**src/rtl/dec_avg_stage.sv**
```systemverilog
// rtl/dec_avg_stage.sv - power-of-two moving average behind the sigma-delta decimator
// Optional MODE_NORM_EN: doubles (with saturation) MODE=1 samples so both windows share full scale.
module dec_avg_stage #(
    parameter int LOG2_DEPTH = 2,
    parameter int DW         = 16
) (
    input  logic          CLK,
    input  logic          RSTN,
    input  logic [DW-1:0] Q_IN,
    input  logic [15:0]   TIMER,
    input  logic          MODE,
    input  logic          READY,
    input  logic          OVR_CLR,
    output logic [DW-1:0] AVG,
    output logic          VALID,
    output logic          OVR,
    output logic          FILLED
);

    localparam int DEPTH = 1 << LOG2_DEPTH;
    localparam int SW    = DW + LOG2_DEPTH;
    localparam logic [LOG2_DEPTH:0] FILL_FULL = (LOG2_DEPTH+1)'(DEPTH);

    logic [DW-1:0]         r_buf [DEPTH];
    logic [SW-1:0]         r_sum;
    logic [LOG2_DEPTH:0]   r_fill;
    logic [LOG2_DEPTH-1:0] r_wp;
    logic                  r_hit;
    logic                  r_mode;

    logic                  w_hit;
    logic                  w_flush;
    logic                  w_capture;
    logic                  w_load;
    logic [DW-1:0]         w_sample;
    logic [DW-1:0]         w_old;
    logic [SW-1:0]         w_sum_next;
    logic [LOG2_DEPTH:0]   w_fill_next;

    assign w_hit   = (!MODE && TIMER == 16'hFFFF) || (MODE && TIMER == 16'h8000);
    assign w_flush = (MODE != r_mode);
    // Capture one cycle after the boundary, when the decimator output has settled.
    assign w_capture = r_hit && !w_flush;

`ifdef MODE_NORM_EN
    assign w_sample = MODE ? (Q_IN[DW-1] ? {DW{1'b1}} : {Q_IN[DW-2:0], 1'b0}) : Q_IN;
`else
    assign w_sample = Q_IN;
`endif

    assign FILLED = (r_fill == FILL_FULL);
    // Stale buffer entries after a flush are never subtracted until the ring refills.
    assign w_old       = FILLED ? r_buf[r_wp] : '0;
    assign w_sum_next  = r_sum + SW'(w_sample) - SW'(w_old);
    assign w_fill_next = FILLED ? r_fill : r_fill + 1'b1;
    assign w_load      = w_capture && (w_fill_next == FILL_FULL);

    always_ff @(posedge CLK) begin
        if (w_capture) begin
            r_buf[r_wp] <= w_sample;
        end
    end

    always_ff @(posedge CLK or negedge RSTN) begin
        if (!RSTN) begin
            r_hit  <= 1'b0;
            r_mode <= 1'b0;
            r_sum  <= '0;
            r_fill <= '0;
            r_wp   <= '0;
            AVG    <= '0;
            VALID  <= 1'b0;
            OVR    <= 1'b0;
        end else begin
            r_hit  <= w_hit;
            r_mode <= MODE;

            if (w_flush) begin
                r_sum  <= '0;
                r_fill <= '0;
                r_wp   <= '0;
            end else if (r_hit) begin
                r_sum  <= w_sum_next;
                r_fill <= w_fill_next;
                r_wp   <= r_wp + 1'b1;
            end

            if (w_load) begin
                AVG   <= w_sum_next[SW-1:LOG2_DEPTH];
                VALID <= 1'b1;
            end else if (VALID && READY) begin
                VALID <= 1'b0;
            end

            // Overwrite of an unaccepted result sets OVR; set beats clear.
            if (w_load && VALID && !READY) begin
                OVR <= 1'b1;
            end else if (OVR_CLR) begin
                OVR <= 1'b0;
            end
        end
    end

endmodule

```
**config.mk**
```make
export PLATFORM = sky130hd
export DESIGN_NAME = dec_avg_stage
export DESIGN_NICKNAME = d
export VERILOG_FILES = /design/src/rtl/dec_avg_stage.sv
export SDC_FILE = /design/constraint.sdc
export NUM_CORES = 1
export LEC_CHECK = 0
export ABC_AREA = 1
export CORE_MARGIN = 10
export CORE_UTILIZATION = 38
export DETAILED_ROUTE_END_ITERATION = 8
export PLACE_DENSITY = 0.63
export SETUP_SLACK_MARGIN = 0.1
export SLEW_MARGIN = 10
export SYNTH_ARGS = -nofsm -noshare
export SYNTH_HDL_FRONTEND = slang
export SYNTH_SLANG_ARGS = --single-unit
```
**constraint.sdc**
```tcl
create_clock -name CLK -period 3.1 [get_ports CLK]
set_input_delay 0.62 -clock CLK [delete_from_list [all_inputs] [get_ports CLK]]
set_output_delay 0.62 -clock CLK [all_outputs]
set_load 0.02 [all_outputs]
```
==> results.txt, run 1 <==
Status: finished clean
CP max FO: 10
Commonest non-fill, non-tap cell in the layout: nand2_1
Drt wl/cell: 15.50 µm
Peak VDD IR: 0.2706 mV
Post-layout min period: 2.855 ns
Die area: 0.02058 mm²
DP Worst Slack: -0.1868 ns
Final core occ: 49.32%
Final period utilization: 92.10%
Core area: 0.01509 mm²
Primary FF master, synth: edfxtp_1
WHS: 0.4064 ns
Crit path DAT: 3.09 ns
NumNets Final: 809
Sequential area share after synthesis: 51.76%
Crit. End Element: register
Final Max Slew Viols: 0
Int Pwr: 2.254 mW
Worst Setup Start Kind: register
Slew headroom: 35.09%
First-pass GRT wire length: 22.93 mm
Grt total ovfl: 0
Area Growth Syn to Fin: 28.49%
Cells after Synth: 633
Initial core utilization: 38.38%
Cell variety after synth: 34
Final Setup Violations: 0
FMAX: 350.3 MHz
Critical path's slowest cell: fa_1
CP cell instances: buf_4, nor2_1, nor2_1, o21ai_1, a21oi_2, fa_1, inv_1, ha_4, a21oi_2, nor2_1, nor2_1, nand2_2, or2_2, nand2_1, o22ai_1
N_diodes: 0
Initial antenna violation count: 0
Layout Skew: 0.006370 ns
Filler cells: 1,427
Final non-filler cell area: 0.007442 mm²
Most frequent cells in the layout: nand2_1 (110), inv_1 (97), nor2_1 (86)
EDFF count, synth: 64
Net count after synthesis: 710
Worst path most repeated cell: nor2_1
Worst hold path type: in2async
Dpl cell area: 0.006890 mm²
Worst-margin pin slew: 0.9736 ns
Avg Inst Size Synth: 9.150 µm²
CTS clk-pin slew, worst paths: 0.07 ns
Core Rows: 45
Async SR Flop Fraction: 40.19%
Crit Path Class: reg2reg
PwrDens: 406.0 mW/mm²
CP Data Required Time: 3.33 ns
Vias in the first global route: 4,666
1st-iter DRT viols: 353
Clock share of power: 36.4%
DRC Markers: 0
Count of clock tree sinks: 107
Input/output buffers: 55
TNS Setup: 0 ns
Later-pin clock latency in the skew report: 0.37 ns
Synth Register Bits: 107
Via-to-Cell Ratio: 4.916
Synth warnings: 0
Antenna Nets Post-Route: 0
RSZ-0062 raised after global routing: true
Root buffer cell: clkbuf_16
Die Wd: 143.5 µm
Fin cells: 925
Sw Ratio: 25.40%
Chip height: 143.5 µm
Clk buf depth: 2
Final Power: 3.022 mW
Reg2Reg Launch Point: r_wp[0]
Final WL: 14.34 mm
Largest net degree at the start of global routing: 44
DP Wirelength: 10.22 mm
Placed Cells: 906
P_sw: 0.7676 mW
Comb pwr share: 13.6%
Syn Std Cell Area: 0.005792 mm²
Post-route setup slack: 0.2449 ns
Slowest stage delay, CP: 0.43 ns
H-tree Lvls: 3
RePlAce Congestion: 0.9344
Reg power frac: 50.0%
Share of layout cells above drive strength 1: 17.91%
CTS tree: done
CP Launch Point: r_wp[0]
# IOs: 56
Total CTS buffers: 9
Leakage: 3.213 nW
Final Hold Vio Count: 0
TritonRoute pass-1 iters: 5
Vias: 4,547
GRT Overall Usage: 14.30%
Max-Cap Viols: 0
registers in the layout (all words and copies together) (netlist names):
| signal | count |
|---|---|
| AVG | 16 |
| OVR | 1 |
| VALID | 1 |
| r_buf | 64 |
| r_fill | 3 |
| r_hit | 1 |
| r_mode | 1 |
| r_sum | 18 |
| r_wp | 2 |
worst max-delay path, delay by kind of cell, from the launching register on:
| kind | cells | cell delay, ns |
|---|---|---|
| flops | 1 | 0.42 |
| fa+ha+maj | 2 | 0.66 |
| simple gates | 7 | 0.81 |
| buf+inv | 2 | 0.30 |
| compound gates | 4 | 0.54 |
final cells by class:
| class | instances | area [µm²] | area share [%] |
|---|---|---|---|
| Sequential cell | 107 | 2999 | 40.30 |
| Multi-Input combinational cell | 408 | 2564 | 34.45 |
| Timing Repair Buffer | 103 | 980.9 | 13.18 |
| Inverter | 103 | 391.6 | 5.262 |
| Clock buffer | 12 | 236.5 | 3.178 |
| Tap cell | 188 | 235.2 | 3.161 |
| Clock inverter | 4 | 35.03 | 0.4707 |
cell families (layout without fill, tap and decap cells):
group / count (synthesis) / count (layout) / share of synthesized area [%]
AO/OA/AOI/OAI: 97 / 97 / 9.224
AND/OR/NAND/NOR: 262 / 263 / 19.03
adder cells (fa/ha/maj): 40 / 40 / 10.72
buffers and inverters: 119 / 222 / 8.058
flip-flops: 107 / 107 / 51.76
XOR/XNOR: 8 / 8 / 1.210
synth_stat cells, types with 7 or more instances:
cell | instances | area, µm²
nor2_1 | 91 | 341.6
nand3_1 | 30 | 150.1
o21ai_2 | 7 | 61.31
o21ai_0 | 46 | 230.2
edfxtp_1 | 64 | 1922
inv_1 | 100 | 375.4
a21oi_1 | 33 | 165.2
nand2_1 | 117 | 439.2
dfrtp_1 | 43 | 1076
fa_1 | 16 | 320.3
ha_1 | 24 | 300.3
clkbuf_1 | 12 | 45.04
o22ai_1 | 7 | 43.79
power groups by stage:
stage	registers, mW	clock network [mW]	logic, mW
5_1_grt	1.51	1.18	0.459
3_3_place_gp	1.54	0	0.366
4_1_cts	1.51	1.12	0.376
2_1_floorplan	1.54	0	0.194
3_5_place_dp	1.54	0	0.373
6_report	1.51	1.10	0.412
worst paths after layout:
kind,to,depth (start not counted),slack [ns]
min reg2reg,AVG[8],2,0.48
max,r_sum[8],15,0.24
min,r_sum[10],1,0.41
max in group asynchronous,r_wp[0],1,2.04
max reg2reg,r_sum[8],15,0.24
min in group CLK,AVG[8],2,0.48
metal layers:
layer | vias up | part of all wire (%) | GRT usage [%]
li1 | 2241 | - | -
met1 | 2213 | 43 | 16.77
met2 | 76 | 51 | 24.82
met3 | 17 | 4.5 | 4.092
met4 | 0 | 1.3 | 4.191
met5 | - | 0 | 0
repair_timing:
action                     4_1_cts  5_1_grt
cloned                           0        2
setup endpoints to repair       13       25
pin swaps                        1       11
resized for setup               13       56
hold buffers                     0        0
setup buffers                    0        1
Note: power is estimated with default switching activity, not from simulation.
==> run 2: changes to the inputs <==
--- a/config.mk
+++ b/config.mk
@@ -6,10 +6,12 @@
 export NUM_CORES = 1
 export LEC_CHECK = 0
 export ABC_AREA = 1
+export ABC_CLOCK_PERIOD_IN_PS = 3100
+export CAP_MARGIN = 5
 export CORE_MARGIN = 10
-export CORE_UTILIZATION = 38
+export CORE_UTILIZATION = 50
 export DETAILED_ROUTE_END_ITERATION = 8
-export PLACE_DENSITY = 0.63
+export PLACE_DENSITY = 0.78
 export SETUP_SLACK_MARGIN = 0.1
 export SLEW_MARGIN = 10
 export SYNTH_ARGS = -nofsm -noshare
==> results.txt, run 2 (synthesis gave the netlist of run 1 again) <==
Status: finished clean
Vias: 4,714 (+3.7%)
N_diodes: 0 (unchanged)
Final period utilization: 94.72% (+2.6 points)
Final Power: 3.113 mW (+3.0%)
TNS Setup: 0 ns (unchanged)
Core Rows: 39 (-13%)
Most frequent cells in the layout: nand2_1 (109), inv_1 (99), nor2_1 (84)
Layout Skew: 0.01107 ns (+0.004701 ns)
GRT Overall Usage: 17.15% (+2.9 points)
Antenna Nets Post-Route: 0 (unchanged)
RePlAce Congestion: 0.9259 (-0.91%)
CTS clk-pin slew, worst paths: 0.08 ns (about the same)
Final Hold Vio Count: 0 (unchanged)
Filler cells: 876 (-39%)
Initial core utilization: 50.94% (+13 points)
Count of clock tree sinks: 107 (unchanged)
Worst-margin pin slew: 1.030 ns (+0.05621 ns)
CP max FO: 20 (+10)
Core area: 0.01137 mm² (-25%)
First-pass GRT wire length: 22.51 mm (-1.8%)
Crit Reg-Reg Endpoint: r_sum[8]
Later-pin clock latency in the skew report: 0.35 ns (-0.02 ns)
Area Growth Syn to Fin: 28.56% (about the same)
Crit path DAT: 3.15 ns (+0.06 ns)
Final Max Slew Viols: 0 (unchanged)
NumNets Final: 815 (+0.74%)
Die area: 0.01629 mm² (-21%)
H-tree Lvls: 3 (unchanged)
Final WL: 14.43 mm (+0.65%)
Input/output buffers: 55 (unchanged)
Vias in the first global route: 4,779 (+2.4%)
Final Setup Violations: 0 (unchanged)
Slew headroom: 31.34% (-3.7 points)
DRC Markers: 0 (unchanged)
Die Wd: 127.6 µm (-11%)
RSZ-0062 raised after global routing: true
Clk buf depth: 2 (unchanged)
Leakage: 3.261 nW (+1.5%)
DP Wirelength: 10.24 mm (+0.19%)
Via-to-Cell Ratio: 5.321 (+8.2%)
Biggest register: r_buf
Grt total ovfl: 0 (unchanged)
Top flop regs: r_buf: 64 flops, r_sum: 18 flops, AVG: 16 flops
Reg2Reg Launch Point: r_wp[0]
Worst Setup Start Kind: register
Share of layout cells above drive strength 1: 19.25% (+1.3 points)
Worst hold path type: in2async
Chip height: 127.6 µm (-11%)
Peak VDD IR: 0.2682 mV (-0.88%)
CP Data Required Time: 3.31 ns (-0.02 ns)
Drt wl/cell: 16.29 µm (+5.1%)
Worst-case reg-to-reg path depth: 14 (-1)
CP Launch Point: r_wp[0]
FF-to-FF setup slack: 0.16 ns (-0.08 ns)
FMAX: 340.6 MHz (-2.8%)
Initial antenna violation count: 0 (unchanged)
Crit. End Element: register
PwrDens: 418.1 mW/mm² (+3.0%)
Max-Cap Viols: 0 (unchanged)
Commonest non-fill, non-tap cell in the layout: nand2_1
Total CTS buffers: 9 (unchanged)
Crit Path Class: reg2reg
CTS tree: done
1st-iter DRT viols: 385 (+9.1%)
Post-layout min period: 2.936 ns (+0.08120 ns)
Root buffer cell: clkbuf_16
Max reg flops: 64 (unchanged)
Largest net degree at the start of global routing: 44 (unchanged)
TritonRoute pass-1 iters: 7 (+2)
# IOs: 56 (unchanged)
-- run 2: cell count changes in the layout (fill, tap and decap cells not counted), sizes merged --
| cell | delta |
|---|---|
| buf | +7 |
| bufinv | +1 |
| clkbuf | -3 |
| clkinv | +3 |
| clkinvlp | -2 |
-- run 2: routing by layer --
| metal | global-route usage [%] | routed length [µm] | vias to the layer above |
|---|---|---|---|
| met1 | 19.33 | 5694 | 2283 |
| met5 | 0 | 0 | - |
| li1 | - | - | 2262 |
| met4 | 6.424 | 342 | 0 |
| met2 | 31.07 | 7604 | 140 |
| met3 | 3.639 | 791 | 29 |
-- run 2: worst max path at each step --
| stage | end | slack [ns] | cells after the start |
|---|---|---|---|
| after detailed placement | r_sum[8] | -0.21 | 12 |
| after global placement | r_sum[8] | -0.15 | 12 |
| after global routing | r_sum[7] | 0.005 | 14 |
| after CTS | r_sum[9] | 0.11 | 14 |
| final | r_sum[8] | 0.16 | 14 |
| after floorplan | r_sum[9] | 0.14 | 16 |
-- run 2: critical path, stage by stage, from the launching register on --
cell	delay, ns
dfrtp_2	0.42
inv_2	0.07
buf_8	0.15
o21ai_0	0.26
a21oi_2	0.12
fa_1	0.49
inv_1	0.04
ha_1	0.31
a21oi_1	0.20
nor2_1	0.07
nor2_1	0.11
nand2_2	0.09
or2_2	0.27
nand2_1	0.10
o22ai_1	0.07
-- run 2: timing repair --
action / 4_1_cts / 5_1_grt
cloned: 0 / 1
hold buffers: 0 / 0
gates resized for setup: 17 / 59
setup endpoints to repair: 25 / 30
setup buffers: 0 / 4
pin swaps: 1 / 8
-- run 2: area by class of cell --
type	count	area [µm²]	area share (%)
clock buffers	10	229.0	3.075
flip-flops and latches	107	3000	40.30
clock inverters	6	75.07	1.008
multi-input cells	408	2571	34.53
repair buffers	109	999.7	13.43
inverters	103	391.6	5.260
well taps	143	178.9	2.403
-- run 2: stage by stage --
stage	instances	utilization (%)	instance area (µm²)	hold WS, ns	worst slack [ns]
floorplan	633	-	5792	0.3244	0.1435
global placement	865	60.15	6839	0.4649	-0.1533
detailed placement	865	60.15	6839	0.4702	-0.2084
CTS	881	63.31	7198	0.4674	0.1054
global route	886	65.49	7446	0.4963	0.004523
finish	886	65.49	7446	0.4430	0.1637
-- run 2: report_power, final --
group,switching [mW],internal [mW]
clock,0.544,0.640
sequential,0.000264,1.51
combinational,0.231,0.187
